--- src/rtl/mmio_out_ctrl_if.sv ---
// CPU store/load port bundle for the MMIO output controller.
// Master is the execute stage; slave is the controller decoding its own address window.
interface mmio_out_ctrl_if;
  logic        wr_en;
  logic [15:0] wr_addr;
  logic [15:0] wr_data;
  logic        rd_en;
  logic [15:0] rd_addr;
  logic [15:0] rd_data;
  logic        rd_hit;

  modport master (
    output wr_en, wr_addr, wr_data, rd_en, rd_addr,
    input  rd_data, rd_hit
  );

  modport slave (
    input  wr_en, wr_addr, wr_data, rd_en, rd_addr,
    output rd_data, rd_hit
  );
endinterface

--- src/rtl/mmio_out_ctrl.sv ---
// MMIO 7-seg/LED/PWM output controller: writes land on the strobe edge, reads return 1 cycle after rd_en, no backpressure.
// Optional LEADING_ZERO_BLANK_EN blanks leading-zero digits above digit 0.
module mmio_out_ctrl #(
  parameter logic [15:0] BASE_ADDR = 16'hFF00,
  parameter int          DIGITS    = 4,
  parameter int          PWM_CH    = 2,
  parameter int          SCAN_DIV  = 1024,
  parameter int          PWM_DIV   = 16
) (
  input  logic                i_clk,
  input  logic                i_rst_n,
  mmio_out_ctrl_if.slave      bus,
  output logic [DIGITS-1:0]   o_ds_en,
  output logic [6:0]          o_ds_seg,
  output logic [15:0]         o_led_out,
  output logic [PWM_CH-1:0]   o_pwm_out
);

  localparam int          SCW      = $clog2(SCAN_DIV);
  localparam int          IDW      = (DIGITS > 1) ? $clog2(DIGITS) : 1;
  localparam int          PRW      = (PWM_DIV > 1) ? $clog2(PWM_DIV) : 1;
  localparam logic [15:0] NREG     = 16'(4 + PWM_CH);
  localparam logic [31:0] DIG_MASK = (DIGITS >= 8) ? 32'hFFFF_FFFF
                                                   : 32'((64'd1 << (4 * DIGITS)) - 64'd1);

  function automatic logic [6:0] hex7(input logic [3:0] n);
    case (n)
      4'h0: hex7 = 7'h3F;
      4'h1: hex7 = 7'h06;
      4'h2: hex7 = 7'h5B;
      4'h3: hex7 = 7'h4F;
      4'h4: hex7 = 7'h66;
      4'h5: hex7 = 7'h6D;
      4'h6: hex7 = 7'h7D;
      4'h7: hex7 = 7'h07;
      4'h8: hex7 = 7'h7F;
      4'h9: hex7 = 7'h6F;
      4'hA: hex7 = 7'h77;
      4'hB: hex7 = 7'h7C;
      4'hC: hex7 = 7'h39;
      4'hD: hex7 = 7'h5E;
      4'hE: hex7 = 7'h79;
      default: hex7 = 7'h71;
    endcase
  endfunction

  logic [31:0]       r_disp;
  logic [15:0]       r_led;
  logic [1:0]        r_ctrl;
  logic [7:0]        r_duty   [PWM_CH];
  logic [7:0]        r_shadow [PWM_CH];
  logic [SCW-1:0]    r_scan_cnt;
  logic [IDW-1:0]    r_dig_idx;
  logic [PRW-1:0]    r_pwm_pre;
  logic [7:0]        r_pwm_cnt;
  logic [15:0]       r_rd_data;
  logic              r_rd_hit;
  logic [15:0]       r_led_out;
  logic [DIGITS-1:0] r_ds_en;
  logic [6:0]        r_ds_seg;
  logic [PWM_CH-1:0] r_pwm_out;

  logic [15:0]       w_wr_off;
  logic [15:0]       w_rd_off;
  logic              w_rd_in;
  logic [15:0]       w_rd_val;
  logic              w_slot_end;
  logic              w_idx_last;
  logic [3:0]        w_nib;
  logic              w_lz;
  logic [6:0]        w_seg;
  logic [DIGITS-1:0] w_onehot;
  logic              w_pwm_tick;

  assign w_wr_off = bus.wr_addr - BASE_ADDR;
  assign w_rd_off = bus.rd_addr - BASE_ADDR;
  assign w_rd_in  = (w_rd_off < NREG);

  // Nibbles for absent digits are masked on write so they always read back 0.
  always_ff @(posedge i_clk or negedge i_rst_n) begin
    if (!i_rst_n) begin
      r_disp <= '0;
      r_led  <= '0;
      r_ctrl <= 2'b01;
      for (int i = 0; i < PWM_CH; i++) r_duty[i] <= 8'd0;
    end else if (bus.wr_en) begin
      case (w_wr_off)
        16'd0:   r_disp[15:0]  <= bus.wr_data & DIG_MASK[15:0];
        16'd1:   r_disp[31:16] <= bus.wr_data & DIG_MASK[31:16];
        16'd2:   r_led         <= bus.wr_data;
        16'd3:   r_ctrl        <= bus.wr_data[1:0];
        default: ;
      endcase
      for (int i = 0; i < PWM_CH; i++)
        if (w_wr_off == 16'(4 + i)) r_duty[i] <= bus.wr_data[7:0];
    end
  end

  always_comb begin
    w_rd_val = '0;
    case (w_rd_off)
      16'd0:   w_rd_val = r_disp[15:0];
      16'd1:   w_rd_val = r_disp[31:16];
      16'd2:   w_rd_val = r_led;
      16'd3:   w_rd_val = {14'd0, r_ctrl};
      default: ;
    endcase
    for (int i = 0; i < PWM_CH; i++)
      if (w_rd_off == 16'(4 + i)) w_rd_val = {8'd0, r_duty[i]};
  end

  // Read samples pre-write state, so a same-cycle store to the same register returns the old value.
  always_ff @(posedge i_clk or negedge i_rst_n) begin
    if (!i_rst_n) begin
      r_rd_data <= '0;
      r_rd_hit  <= 1'b0;
      r_led_out <= '0;
    end else begin
      r_rd_data <= (bus.rd_en && w_rd_in) ? w_rd_val : 16'd0;
      r_rd_hit  <= bus.rd_en && w_rd_in;
      r_led_out <= r_led;
    end
  end

  assign w_slot_end = (r_scan_cnt == SCW'(SCAN_DIV - 1));
  assign w_idx_last = (r_dig_idx == IDW'(DIGITS - 1));

  always_ff @(posedge i_clk or negedge i_rst_n) begin
    if (!i_rst_n) begin
      r_scan_cnt <= '0;
      r_dig_idx  <= '0;
    end else if (r_ctrl[0]) begin
      r_scan_cnt <= w_slot_end ? '0 : r_scan_cnt + 1'b1;
      if (w_slot_end) r_dig_idx <= w_idx_last ? '0 : r_dig_idx + 1'b1;
    end
  end

`ifdef LEADING_ZERO_BLANK_EN
  logic [31:0] w_shift;
  assign w_shift = r_disp >> {r_dig_idx, 2'b00};
  assign w_nib   = w_shift[3:0];
  assign w_lz    = (r_dig_idx != '0) && (w_shift == 32'd0);
`else
  assign w_nib   = r_disp[{r_dig_idx, 2'b00} +: 4];
  assign w_lz    = 1'b0;
`endif

  assign w_seg    = (r_ctrl[1] || w_lz) ? 7'd0 : hex7(w_nib);
  assign w_onehot = DIGITS'(1) << r_dig_idx;

  // Count 0 of every slot is a dark guard cycle so the previous digit cannot ghost.
  always_ff @(posedge i_clk or negedge i_rst_n) begin
    if (!i_rst_n) begin
      r_ds_en  <= '0;
      r_ds_seg <= '0;
    end else if (!r_ctrl[0] || (r_scan_cnt == '0)) begin
      r_ds_en  <= '0;
      r_ds_seg <= '0;
    end else begin
      r_ds_en  <= w_onehot;
      r_ds_seg <= w_seg;
    end
  end

  assign w_pwm_tick = (r_pwm_pre == PRW'(PWM_DIV - 1));

  // Duty registers reach the comparators only at the 255->0 wrap, keeping each period intact.
  always_ff @(posedge i_clk or negedge i_rst_n) begin
    if (!i_rst_n) begin
      r_pwm_pre <= '0;
      r_pwm_cnt <= '0;
      for (int i = 0; i < PWM_CH; i++) r_shadow[i] <= 8'd0;
    end else begin
      r_pwm_pre <= w_pwm_tick ? '0 : r_pwm_pre + 1'b1;
      if (w_pwm_tick) begin
        r_pwm_cnt <= r_pwm_cnt + 8'd1;
        if (r_pwm_cnt == 8'hFF)
          for (int i = 0; i < PWM_CH; i++) r_shadow[i] <= r_duty[i];
      end
    end
  end

  always_ff @(posedge i_clk or negedge i_rst_n) begin
    if (!i_rst_n) begin
      r_pwm_out <= '0;
    end else begin
      for (int i = 0; i < PWM_CH; i++) r_pwm_out[i] <= (r_pwm_cnt < r_shadow[i]);
    end
  end

  assign bus.rd_data = r_rd_data;
  assign bus.rd_hit  = r_rd_hit;
  assign o_ds_en     = r_ds_en;
  assign o_ds_seg    = r_ds_seg;
  assign o_led_out   = r_led_out;
  assign o_pwm_out   = r_pwm_out;

endmodule

--- src/flat_wrapper.sv ---
// flat-port wrapper written by rule: the top's interface ports become plain ports
module mmio_out_ctrl_flat 
#(
  parameter logic [15:0] BASE_ADDR = 16'hFF00,
  parameter int          DIGITS    = 4,
  parameter int          PWM_CH    = 2,
  parameter int          SCAN_DIV  = 1024,
  parameter int          PWM_DIV   = 16
)
  (i_clk, i_rst_n, o_ds_en, o_ds_seg, o_led_out, o_pwm_out, bus_wr_en, bus_wr_addr, bus_wr_data, bus_rd_en, bus_rd_addr, bus_rd_data, bus_rd_hit);
  mmio_out_ctrl_if bus_i ();
  input  logic i_clk;
  input  logic i_rst_n;
  output logic [DIGITS-1:0] o_ds_en;
  output logic [6:0] o_ds_seg;
  output logic [15:0] o_led_out;
  output logic [PWM_CH-1:0] o_pwm_out;
  input wire logic [$bits(bus_i.wr_en)-1:0] bus_wr_en;
  input wire logic [$bits(bus_i.wr_addr)-1:0] bus_wr_addr;
  input wire logic [$bits(bus_i.wr_data)-1:0] bus_wr_data;
  input wire logic [$bits(bus_i.rd_en)-1:0] bus_rd_en;
  input wire logic [$bits(bus_i.rd_addr)-1:0] bus_rd_addr;
  output wire logic [$bits(bus_i.rd_data)-1:0] bus_rd_data;
  output wire logic [$bits(bus_i.rd_hit)-1:0] bus_rd_hit;
  assign bus_i.wr_en = bus_wr_en;
  assign bus_i.wr_addr = bus_wr_addr;
  assign bus_i.wr_data = bus_wr_data;
  assign bus_i.rd_en = bus_rd_en;
  assign bus_i.rd_addr = bus_rd_addr;
  assign bus_rd_data = bus_i.rd_data;
  assign bus_rd_hit = bus_i.rd_hit;
  mmio_out_ctrl #(.BASE_ADDR(BASE_ADDR), .DIGITS(DIGITS), .PWM_CH(PWM_CH), .SCAN_DIV(SCAN_DIV), .PWM_DIV(PWM_DIV)) u_core (.i_clk(i_clk), .i_rst_n(i_rst_n), .bus(bus_i), .o_ds_en(o_ds_en), .o_ds_seg(o_ds_seg), .o_led_out(o_led_out), .o_pwm_out(o_pwm_out));
endmodule
--- config.mk ---
export PLATFORM = sky130hd
export DESIGN_NAME = mmio_out_ctrl_flat
export DESIGN_NICKNAME = d
export VERILOG_FILES = /design/src/rtl/mmio_out_ctrl_if.sv /design/src/rtl/mmio_out_ctrl.sv /design/src/flat_wrapper.sv
export SDC_FILE = /design/constraint.sdc
export NUM_CORES = 1
export LEC_CHECK = 0
export BUFFER_PORTS_ARGS = -buffer_cell sky130_fd_sc_hd__buf_2
export CAP_MARGIN = 20
export CORE_UTILIZATION = 45
export CTS_CLUSTER_SIZE = 12
export DETAILED_ROUTE_END_ITERATION = 10
export GPL_ROUTABILITY_DRIVEN = 0
export GPL_TIMING_DRIVEN = 0
export HOLD_SLACK_MARGIN = 0.02
export PLACE_DENSITY_LB_ADDON = 0.12
export SYNTH_ARGS = -nofsm -noshare
export SYNTH_HDL_FRONTEND = slang
export SYNTH_SLANG_ARGS = --single-unit
--- constraint.sdc ---
create_clock -name i_clk -period 2.2 [get_ports i_clk]
set_input_delay 0.22 -clock i_clk [delete_from_list [all_inputs] [get_ports i_clk]]
set_output_delay 0.22 -clock i_clk [all_outputs]
set_load 0.05 [all_outputs]
-- Word level (Yosys, flattened, before mapping)
Memory sizes are Yosys's and may differ from the RTL's.
Cells that the tools add are included.
- output and inout port bits: 46
- memory bits (read-only): 112
- logic and storage cells: 64
- bits in registers: 136
- memories kept: 1
- memories (memory ; depth ; width ; rd ports ; clocked after Yosys merged registers in ; wr ports ; line ; text):
    (no name shown) ; 16 ; 7 ; 1 ; 0 ; 0 ; mmio_out_ctrl.sv:27 ; case (n)
- equality and inequality tests: 12
- order comparisons: 3
- multiplexer cells: 10
- reductions and logical operators: 13
- shift-type cells: 2
- $add $sub $neg: 6
- operators by type and width (kind ; count):
    $eq 16x2->1 const B ; 4
    $eq 16x3->1 const B ; 4
    $mux 16 ; 3
    $pmux 16 s3 ; 1
    $logic_not 16->1 ; 2
    $shiftx 32x5->4 ; 1
    $sub 16x16->16 const B ; 2
    $lt 16x3->1 const B ; 1
    $lt 8x8->1 ; 2
    $mux 7 ; 2
    $reduce_and 2->1 ; 7
    $add 10x1->10 const B ; 1
    $eq 10x10->1 const B ; 1
    $logic_not 10->1 ; 1
    $mux 10 ; 1
    $add 8x1->8 const B ; 1
    $eq 8x8->1 const B ; 1
    $mux 4 ; 2
    $add 4x1->4 const B ; 1
    $eq 4x4->1 const B ; 1
    $shl 1x2->4 const A ; 1
    $add 2x1->2 const B ; 1
    $eq 2x2->1 const B ; 1
    $mux 2 ; 1
    other kinds (3) ; 3

-- Logic depth before layout (Yosys ltp)
Gate-level depths: netlist (run 1).
- word-level depth: 6
- gate-level depth with buffers: 9
- depth with buffers taken out: 8

-- Worst setup path before layout (run 1)
No wires, ideal clock.
- path type: register to register
- start: register u_core.r_dig_idx[0]
- end: register u_core.r_ds_seg[5], in the netlist u_core.o_ds_seg[5]
- stages on the path, launching flop included: 9
- arrival time: 2.201 ns
- clock period less this slack: 2.305 ns
- slack: -0.105 ns
- setup time: 0.104 ns
- cell sequence: dfrtp_1 clkbuf_1 mux2_2 o21ai_0 inv_1 ha_1 nand2_1 o21ai_0 a221oi_1
- cells in the longest elaborated chain, start to end: 4
- ends and longest elaborated chain (item ; line ; text):
    start: declaration ; mmio_out_ctrl.sv:53 ; logic [IDW-1:0] r_dig_idx;
    start signal: assignment ; mmio_out_ctrl.sv:134 ; if (w_slot_end) r_dig_idx <= w_idx_last ? '0 : r_dig_idx + 1'b1;
    $shiftx 32x5->4 ; mmio_out_ctrl.sv:144 ; assign w_nib = r_disp[{r_dig_idx, 2'b00} +: 4];
    $mem_v2 16x7 ; n/a ;
    $mux 7 ; mmio_out_ctrl.sv:148 ; assign w_seg = (r_ctrl[1] || w_lz) ? 7'd0 : hex7(w_nib);
    $mux 7 ; mmio_out_ctrl.sv:156 ; end else if (!r_ctrl[0] || (r_scan_cnt == '0)) begin
    end signal: assignment ; mmio_out_ctrl.sv:161 ; r_ds_seg <= w_seg;
    end: declaration ; mmio_out_ctrl.sv:60 ; logic [6:0] r_ds_seg;
Every way passes these cells.
A chain may end at the register's enable or synchronous reset.

-- Final worst setup path (run 1)
- start: input bus_wr_addr[3]
- end: register u_core.r_disp[12]
- cells in the longest elaborated chain, start to end: 3
- ends and longest elaborated chain (item ; line ; text):
    start: declaration ; flat_wrapper.sv:19 ; input wire logic [$bits(bus_i.wr_addr)-1:0] bus_wr_addr;
    $sub 16x16->16 ; mmio_out_ctrl.sv:75 ; assign w_wr_off = bus.wr_addr - BASE_ADDR;
    $logic_not 16->1 ; mmio_out_ctrl.sv:87 ; case (w_wr_off)
    $reduce_and 2->1 (no line) ; n/a ;
    end signal: assignment ; mmio_out_ctrl.sv:88 ; 16'd0: r_disp[15:0] <= bus.wr_data & DIG_MASK[15:0];
    end: declaration ; mmio_out_ctrl.sv:47 ; logic [31:0] r_disp;
Every way passes these cells.

==> results of run 1 <==
metal layers:
metal,wire [µm],track usage
met1,6160,0.274
met2,6870,0.348
met3,671,0.0565
met4,146,0.0785
met5,0,0
timing repair:
item,4_1_cts,5_1_grt
pin swaps,1,1
hold buffers,1,0
setup endpoints to repair,24,19
resized for setup,6,7
setup buffers,1,0
hold endpoints to repair,51,0
power groups by stage:
stage	logic (mW)	clock network (mW)	registers [mW]
CTS	0.154	2.97	2.50
finish	0.149	2.92	2.50
floorplan	0.0265	0	2.55
detailed placement	0.151	0	2.55
global placement	0.140	0	2.55
global route	0.168	3.10	2.50
layout make-up:
cell class                 count  area share
buffer                        12     0.00936
clock buffer                  19      0.0592
clock inverter                13      0.0224
inverter                      26      0.0130
multi-input combinational    336       0.341
sequential                   136       0.455
tap                          176      0.0294
timing repair buffer          99      0.0710
per-stage QoR:
step / std cells / setup slack, ns / hold WS (ns) / TNS, ns / util
floorplan: 511 / -0.0145 / -0.0756 / -0.145 / -
global placement: 783 / -0.875 / 0.380 / -131.16 / 0.515
finish: 817 / 0.128 / 0.0411 / 0 / 0.568
global route: 817 / 0.0217 / 0.0339 / 0 / 0.568
detailed placement: 784 / -0.513 / 0.200 / -17.63 / 0.517
CTS: 818 / 0.0321 / 0.0272 / 0 / 0.566
state kept, by name, summed over array words and instances, names as in the netlist:
signal              cells
u_core.bus.rd_data     16
u_core.r_pwm_pre        4
u_core.r_disp          16
u_core.r_duty          16
u_core.bus.rd_hit       1
u_core.r_ctrl           2
u_core.r_dig_idx        2
u_core.o_led_out       16
u_core.o_ds_seg         7
u_core.r_pwm_cnt        8
u_core.o_pwm_out        2
u_core.r_led           16
u_core.r_shadow        16
u_core.r_scan_cnt      10
u_core.o_ds_en          4
kinds of logic (layout without fill, tap and decap cells):
family          after synthesis  count (layout)  share of synthesized area
flops                       136             136                      0.560
simple gates                147             147                      0.121
xor+xnor                     18              18                     0.0259
buf+inv                      39             169                     0.0261
compound gates               74              74                     0.0745
fa+ha+maj                    27              27                     0.0555
mux                          70              70                      0.137
final timing paths:
check | start | depth (start not counted) | slack, ns | to
hold reg to reg | u_core.r_led[5] | 0 | 0.39 | u_core.o_led_out[5]
setup reg to reg | u_core.r_pwm_pre[0] | 6 | 0.17 | u_core.r_shadow[8]
setup / recovery | bus_wr_addr[3] | 8 | 0.13 | u_core.r_disp[12]
hold / removal | bus_wr_data[11] | 2 | 0.04 | u_core.r_led[11]
min in group asynchronous | i_rst_n | 2 | 0.31 | u_core.r_scan_cnt[5]
max in group asynchronous | i_rst_n | 3 | 1.13 | u_core.o_led_out[2]
synthesized netlist by cell type (4+ instances only):
master    instances  area share
dfrtp_1         135        0.56
mux2_2           46       0.085
nand2_1          42       0.026
nor2_1           41       0.025
o21ai_0          36       0.030
ha_1             27       0.056
inv_1            25       0.015
a22oi_1          14       0.017
nor3_1           14       0.012
mux2i_1          12       0.020
clkbuf_1         10      0.0062
mux2_4           10       0.025
xor2_1           10       0.014
nand3_1           8      0.0066
nand4_1           8      0.0082
xnor2_1           8       0.012
a21oi_1           7      0.0058
and3_1            7      0.0072
nand2b_1          4      0.0041
o22ai_1           4      0.0041
==> results.toml, run 1 <==
[critical_path]
worstSetupPathType = "in -> reg"
crit_slowest_cell = "or4_4"
crit_path_cell_trace = "buf_2, or4_4, nor4_4, nand2b_2, or3_1, buf_2, buf_6, mux2_4"
cp_data_arrival_time_ns = 2.37
critical_path.startpoint_type = "primary input"
cpMostUsedCell = "buf_2"
crit_path_max_incr_delay_ns = 0.54
critical_path_required_ns = 2.50
crit_buf_inv = 3
critPathTopFamily = "simple AND/OR/NAND/NOR gates"
end_kind = "flip-flop"
cp_max_fo = 10

[detailed_routing]
wirelength_um = 13800
route.vias.total = 4350
avgRoutedWirePerCell_um = 17.0
firstDrtPassIters = 5
ant_nets = 0
viasPerCell = 5.32
drtIter0Drc = 282
drc_errors = 0

[logic_synthesis]
ys.flop_type = "dfrtp_1"
synth_cells = 511
ys_seq_area_frac = 0.560
synth.distinct_cells = 48
syn_area_per_cell_um2 = 11.9
netlist_area_um2 = 6080
syn-num-nets = 590
async_flop_share = 1.00
synth_edf_count = 0
yosys_warnings = 0
ys_ff_latch = 136

[clocking]
insertion_delay_ns = 0.42
cts_sinks = 136
cts_tree = "done"
clockRootBuffer = "clkbuf_16"
cts_made_buffers = 17
clkTransAtPathRegs_ns = 0.06
htreeDepth = 4
cts.path.max_buffers = 2

[die]
io_pins = 98
core_area_um2 = 13200
chipHeight_um = 118
std_cell_rows = 42
initial_core_util = 0.461
die_w_um = 118
dieArea_um2 = 14000

[power_and_ir_drop]
net-switching-power_mw = 1.19
ir_drop_mv = 0.531
power.total_mw = 5.57
pwr-share-clk = 0.524
p_seq_frac = 0.449
p_per_area_nw_per_um2 = 744
combinationalPowerShare = 0.027
p_leak_nw = 3.76
p_int_mw = 4.38
sw_frac_of_total = 0.214

[layout]
drive_gt1_frac = 0.323
register_area_um2 = 3400
mostFrequentLayoutCell = "dfrtp_1"
area_growth_syn_to_layout_pct = 23.1
final_cell_mix = "135 x dfrtp_1, 96 x buf_2, 46 x mux2_2"
multiInputGateArea_um2 = 2550
fillers = 1132
final_cell_area_um2 = 7490
nets = 707
diodes = 0

[sta]
relSlewSlack = 0.257
setup_violations = 0
fmax_ghz = 0.483
fin_crit_sh = 0.942
hold_viol_final = 0
fin_worst_skew_ns = 0.00955
rsz0062_at_grt = "no"
worstMarginPinSlew_ns = 1.11
finalMaxSlewViolations = 0
period_minus_slack_ns = 2.07

[grt]
grt-ovfl-total = 0
grt_pass1_vias = 4569
grt_max_degree = 85
antenna_found_initial = 0
grt_first_pass_wirelength_um = 22700
track_usage = 0.214

[worst_hold_path]
min_path_type = "in -> reg"

[flow_run]
maxCapViolCount = 0

[placement]
postPlaceCellArea_um2 = 6830
numPortBuffers = 96
dp_hpwl_um = 9960

[outcome]
outcome = "finished, final reports clean"
No activity file was read; power rests on OpenSTA's default activity.
==> run 2, diff against run 1 <==
Settings changed: ABC_AREA set to 1, CORE_ASPECT_RATIO set to 2.
==> run 2 against run 1 <==
  * Global-route usage up 1.9 points
  * First-iteration DRC count up 17%
  * Clock skew about the same
  * Utilization down 0.64 points
  * Sequential share of layout area down 3.2 points
  * Clock power up 3%
  * Final cell count up 35%
  * Final area up 7.6%
  * Critical endpoint is now u_core.o_ds_seg[3]
  * Combinational power up 110%
  * Hold slack worse by 0.013 ns
  * Register-to-register slack better by 0.09 ns
==> results.toml, run 2 <==
[logic_synthesis]
yosysTopAreaCellShare = 0.508
yosysTopAreaCell = "dfrtp_1"
ys_ff_latch = 136
syn-num-nets = 855
netlist_area_um2 = 6640
synthTopCellsByCount = "163 x inv_1, 159 x nand2_1, 135 x dfrtp_1, 59 x o21ai_1, 42 x nor2_1"
yosys.cell_count.top_type = "inv_1"
synth_cells = 776
yosys_warnings = 0
async_flop_share = 1.00
ys.flop_type = "dfrtp_1"
synth_area_leaders = "dfrtp_1 51%, inv_1 9.2%, nand2_1 9.0%, ha_1 5.1%, o21ai_1 4.4%"
syn_area_per_cell_um2 = 8.56
ys_seq_area_frac = 0.512
synth_edf_count = 0
synth.distinct_cells = 36

[power_and_ir_drop]
p_per_area_nw_per_um2 = 734
ir_drop_mv = 0.519
p_leak_nw = 4.04

[detailed_routing]
wirelength_um = 16400
firstDrtPassIters = 5
drtIter0Drc = 329
viasPerCell = 4.92
drc_errors = 0
route.vias.total = 5411
avgRoutedWirePerCell_um = 14.9
ant_nets = 0

[sta]
hold_ws_ns = 0.0280
fin_worst_skew_ns = 0.00955
worstMarginPinSlew_ns = 0.545
hold_viol_final = 0
finalMaxSlewViolations = 0
setup_violations = 0
fmax_ghz = 0.515
fin_crit_sh = 0.883
relSlewSlack = 0.633
period_minus_slack_ns = 1.94
rsz0062_at_grt = "no"

[critical_path]
r2r_setup_slack_ns = 0.26
end_kind = "flip-flop"
cp_data_arrival_time_ns = 2.29
worstSetupPathType = "reg -> reg"
cp_max_fo = 8
rr_worst_depth = 11
r2r-start = "u_core.r_dig_idx[1]"
critical_path.startpoint_type = "flip-flop"
critical_path_required_ns = 2.55
reg2reg_to = "u_core.o_ds_seg[3]"

[layout]
final_cell_area_um2 = 8050
nets = 974
fin_util = 0.561
diodes = 0
final_cell_mix = "163 x inv_1, 159 x nand2_1, 135 x dfrtp_1"
drive_gt1_frac = 0.193
area_growth_syn_to_layout_pct = 21.2
mostFrequentLayoutCell = "inv_1"

[worst_hold_path]
min_path_type = "in -> reg"
hold_end = "u_core.r_led[14]"
holdPathStages = 3
hp-start = "bus_wr_data[14]"

[die]
core_area_um2 = 14400
chipHeight_um = 174
die_w_um = 87.9
io_pins = 98
initial_core_util = 0.463
std_cell_rows = 62
dieArea_um2 = 15300

[placement]
dp_hpwl_um = 12600
postPlaceCellArea_um2 = 7400
numPortBuffers = 96

[outcome]
outcome = "finished, final reports clean"

[clocking]
post_cts_resized = 0
clkTransAtPathRegs_ns = 0.06
cts_tree = "done"
cts_sinks = 136
cts_made_buffers = 17
insertion_delay_ns = 0.41
htreeDepth = 4
clockRootBuffer = "clkbuf_16"
cts.path.max_buffers = 2

[grt]
track_usage = 0.233
grt_max_degree = 94
grt_first_pass_wirelength_um = 26900
grt-ovfl-total = 0
antenna_found_initial = 0
grt_pass1_vias = 5719

[flow_run]
maxCapViolCount = 0
run 2: cell types whose count changed in the layout (fill, tap and decap cells not counted), moves of 7 or more:
| cell | change |
|---|---|
| inv_1 | +138 |
| nand2_1 | +117 |
| o21ai_1 | +59 |
| mux2_2 | -46 |
| nand3_1 | +32 |
| a21oi_1 | +28 |
| a22oi_1 | -14 |
| mux2i_1 | -12 |
| mux2_4 | -10 |
| buf_6 | +9 |
| and3_1 | -7 |
| nand2_2 | +7 |
run 2: timing repair:
item                      4_1_cts  5_1_grt
buffers inserted                0        0
hold endpoints to repair       45        0
hold buffers                    3        0
run 2: how the worst max path moves through the flow:
stage	start	endpoint	slack (ns)	cells after the start
after floorplan	u_core.r_dig_idx[0]	u_core.o_ds_seg[3]	0.58	11
after global placement	i_rst_n	u_core.o_ds_en[0]	-0.88	1
after detailed placement	u_core.r_dig_idx[0]	u_core.o_ds_seg[3]	0.28	11
after CTS	u_core.r_dig_idx[1]	u_core.o_ds_seg[3]	0.26	11
after global routing	u_core.r_dig_idx[1]	u_core.o_ds_seg[3]	0.09	11
final	u_core.r_dig_idx[1]	u_core.o_ds_seg[3]	0.26	11
run 2: through the flow:
| step | std cells | setup TNS, ns | setup slack [ns] | power (mW) |
|---|---|---|---|---|
| 3_5_place_dp | 1065 | 0 | 0.284 | 2.95 |
| 2_1_floorplan | 776 | 0 | 0.582 | 2.78 |
| 3_3_place_gp | 1064 | -116.95 | -0.881 | 2.93 |
| 5_1_grt | 1100 | 0 | 0.0876 | 6.13 |
| 6_report | 1100 | 0 | 0.256 | 5.91 |
| 4_1_cts | 1100 | 0 | 0.259 | 5.96 |
run 2: kinds of logic after synthesis:
logic type,Yosys count,share of synthesized area
AO/OA/AOI/OAI,133,0.104
XOR/XNOR,13,0.0171
adder cells (fa/ha/maj),27,0.0508
buffers and inverters,179,0.115
flip-flops,136,0.512
AND/OR/NAND/NOR,288,0.201
run 2: metal layers:
| metal | wire length [µm] | vias up | track usage |
|---|---|---|---|
| met1 | 5770 | 2557 | 0.229 |
| met5 | 0 | - | 0 |
| met3 | 527 | 46 | 0.0400 |
| met4 | 688 | 0 | 0.117 |
| li1 | - | 2657 | - |
| met2 | 9400 | 151 | 0.445 |
run 2: critical path: stages, from the launching register on:
cell and delay, ns:
dfrtp_1 0.48, inv_1 0.18, a21oi_1 0.15, o21ai_0 0.09, nand2_1 0.20, inv_1 0.12, ha_1 0.26, inv_1 0.08
nand2_1 0.08, nand3_1 0.10, nand2_1 0.05, nor2_1 0.09
run 2: cell type report:
class,count,area (µm²)
fillers,1306,6300
flip-flops and latches,136,3400
multi-input cells,461,2480
inverters,164,616
repair buffers,100,544
clock buffers,18,429
well taps,192,240
clock inverters,14,196
plain buffers,15,146
run 2: report_power, final:
group          switching [mW]  internal (mW)
clock                    1.10           1.91
combinational           0.199          0.108
sequential             0.0424           2.56
==> run 3, diff against run 2 <==
Settings changed: CELL_PAD_IN_SITES_DETAIL_PLACEMENT set to 0, CELL_PAD_IN_SITES_GLOBAL_PLACEMENT set to 1, CORE_UTILIZATION 45 to 39.
==> run 3 against run 2 <==
  * Power grew 5.2%
  * Global-route usage shrank 1.8 points
  * Die area grew 15%
  * Flip-flop and latch count is the same
  * Clock skew shrank 0.0026 ns
  * Clock power grew 10%
  * Sequential share of layout area shrank 0.61 points
  * Fmax is essentially flat
  * Final area grew 1.5%
  * Critical path type unchanged
  * Largest power group unchanged
  * Highest routed layer unchanged
==> results.toml, run 3 (synthesized netlist as in run 2, its figures left out) <==
[clocking]
clockRootBuffer = "clkbuf_16"
insertion_delay_ns = 0.42
clkTransAtPathRegs_ns = 0.06
cts_sinks = 136
htreeDepth = 4
post_cts_buffers = 0
cts_tree = "done"
cts_made_buffers = 17
cts.path.max_buffers = 2

[worst_hold_path]
min_path_type = "in -> reg"
hp-start = "bus_wr_data[10]"

[power_and_ir_drop]
ir_drop_mv = 0.442
p_per_area_nw_per_um2 = 761
p_leak_nw = 4.09
power.total_mw = 6.22

[layout]
mostFrequentLayoutCell = "inv_1"
drive_gt1_frac = 0.194
final_cell_mix = "163 x inv_1, 159 x nand2_1, 134 x dfrtp_1"
diodes = 0
fin_util = 0.490
fillers = 1699
final_cell_area_um2 = 8180
area_growth_syn_to_layout_pct = 23.1
nets = 978
stdcell_count = 1119

[detailed_routing]
drtIter0Drc = 264
viasPerCell = 4.78
firstDrtPassIters = 4
wirelength_um = 17300
ant_nets = 0
avgRoutedWirePerCell_um = 15.5
drc_errors = 0
route.vias.total = 5352

[die]
io_pins = 98
core_area_um2 = 16700
chipHeight_um = 187
die_w_um = 94.3
dieArea_um2 = 17600
std_cell_rows = 67
initial_core_util = 0.398

[sta]
relSlewSlack = 0.563
fmax_ghz = 0.515
setup_violations = 0
rsz0062_at_grt = "no"
fin_crit_sh = 0.883
layout_setup_ws_ns = 0.257
fin_worst_skew_ns = 0.00693
period_minus_slack_ns = 1.94
hold_ws_ns = 0.0401
worstMarginPinSlew_ns = 0.649
finalMaxSlewViolations = 0
tns_ns = 0
hold_viol_final = 0

[critical_path]
end_kind = "flip-flop"
cp_data_arrival_time_ns = 2.27
r2r_setup_slack_ns = 0.26
critical_path_required_ns = 2.53
cp-startpoint = "u_core.r_dig_idx[0]"
worstSetupPathType = "reg -> reg"
critical_path.startpoint_type = "flip-flop"
r2r-start = "u_core.r_dig_idx[0]"
cp_max_fo = 10

[grt]
grt-ovfl-total = 0
grt_pass1_vias = 5687
grt_max_degree = 79
track_usage = 0.215
grt_first_pass_wirelength_um = 28300
antenna_found_initial = 0

[flow_run]
maxCapViolCount = 0

[outcome]
outcome = "finished, final reports clean"

[placement]
dp_hpwl_um = 13500
dp_slack_ns = 0.191
dp.cells = 1080
postPlaceCellArea_um2 = 7420
numPortBuffers = 96
[run 3: changes by cell type in the layout (fill, tap and decap cells not counted), sizes merged]
cell / before / now
bufinv: 4 / 6
clkbuf: 18 / 20
clkinv: 8 / 5
clkinvlp: 0 / 1
dlygate4sd3: 3 / 7
inv: 166 / 164
[run 3: final timing paths]
| check | cells after the start | end |
|---|---|---|
| max in group asynchronous | 3 | u_core.r_ctrl[0] |
| max reg2reg | 8 | u_core.o_ds_seg[1] |
| max | 8 | u_core.o_ds_seg[1] |
| min in group asynchronous | 2 | u_core.o_pwm_out[0] |
| min | 3 | u_core.r_led[10] |
| min reg2reg | 0 | u_core.o_led_out[9] |
[run 3: cell type report]
cell class	count	area [µm²]	share of cell area
sequential	136	3410	0.417
multi-input combinational	461	2480	0.303
inverter	164	616	0.0753
timing repair buffer	104	584	0.0715
clock buffer	20	467	0.0571
tap	207	259	0.0317
clock inverter	12	220	0.0269
buffer	15	146	0.0179
[run 3: timing repair]
item,4_1_cts,5_1_grt
endpoints found under the setup margin,0,2
resized for setup,0,1
endpoints found under the hold margin,68,0
hold buffers,7,0
[run 3: report_power, final]
group	switching, mW	internal [mW]	leakage [nW]
clock network	1.10	2.21	0.336
logic	0.202	0.113	2.23
registers	0.0454	2.56	1.52
total	1.34	4.88	4.09
[run 3: worst max-delay path: stages, from the launching register on]
cell and delay, ns:
dfrtp_1 0.55, buf_6 0.18, nand2_1 0.06, o211ai_1 0.07, and2_1 0.31, ha_1 0.29
nand2_1 0.10, o21ai_0 0.08, nor2_1 0.20
[run 3: routing by layer]
| metal | vias up | wire length [µm] | global-route usage |
|---|---|---|---|
| li1 | 2667 | - | - |
| met1 | 2570 | 5980 | 0.203 |
| met2 | 84 | 10500 | 0.429 |
| met3 | 31 | 333 | 0.0293 |
| met4 | 0 | 557 | 0.103 |
| met5 | - | 0 | 0 |
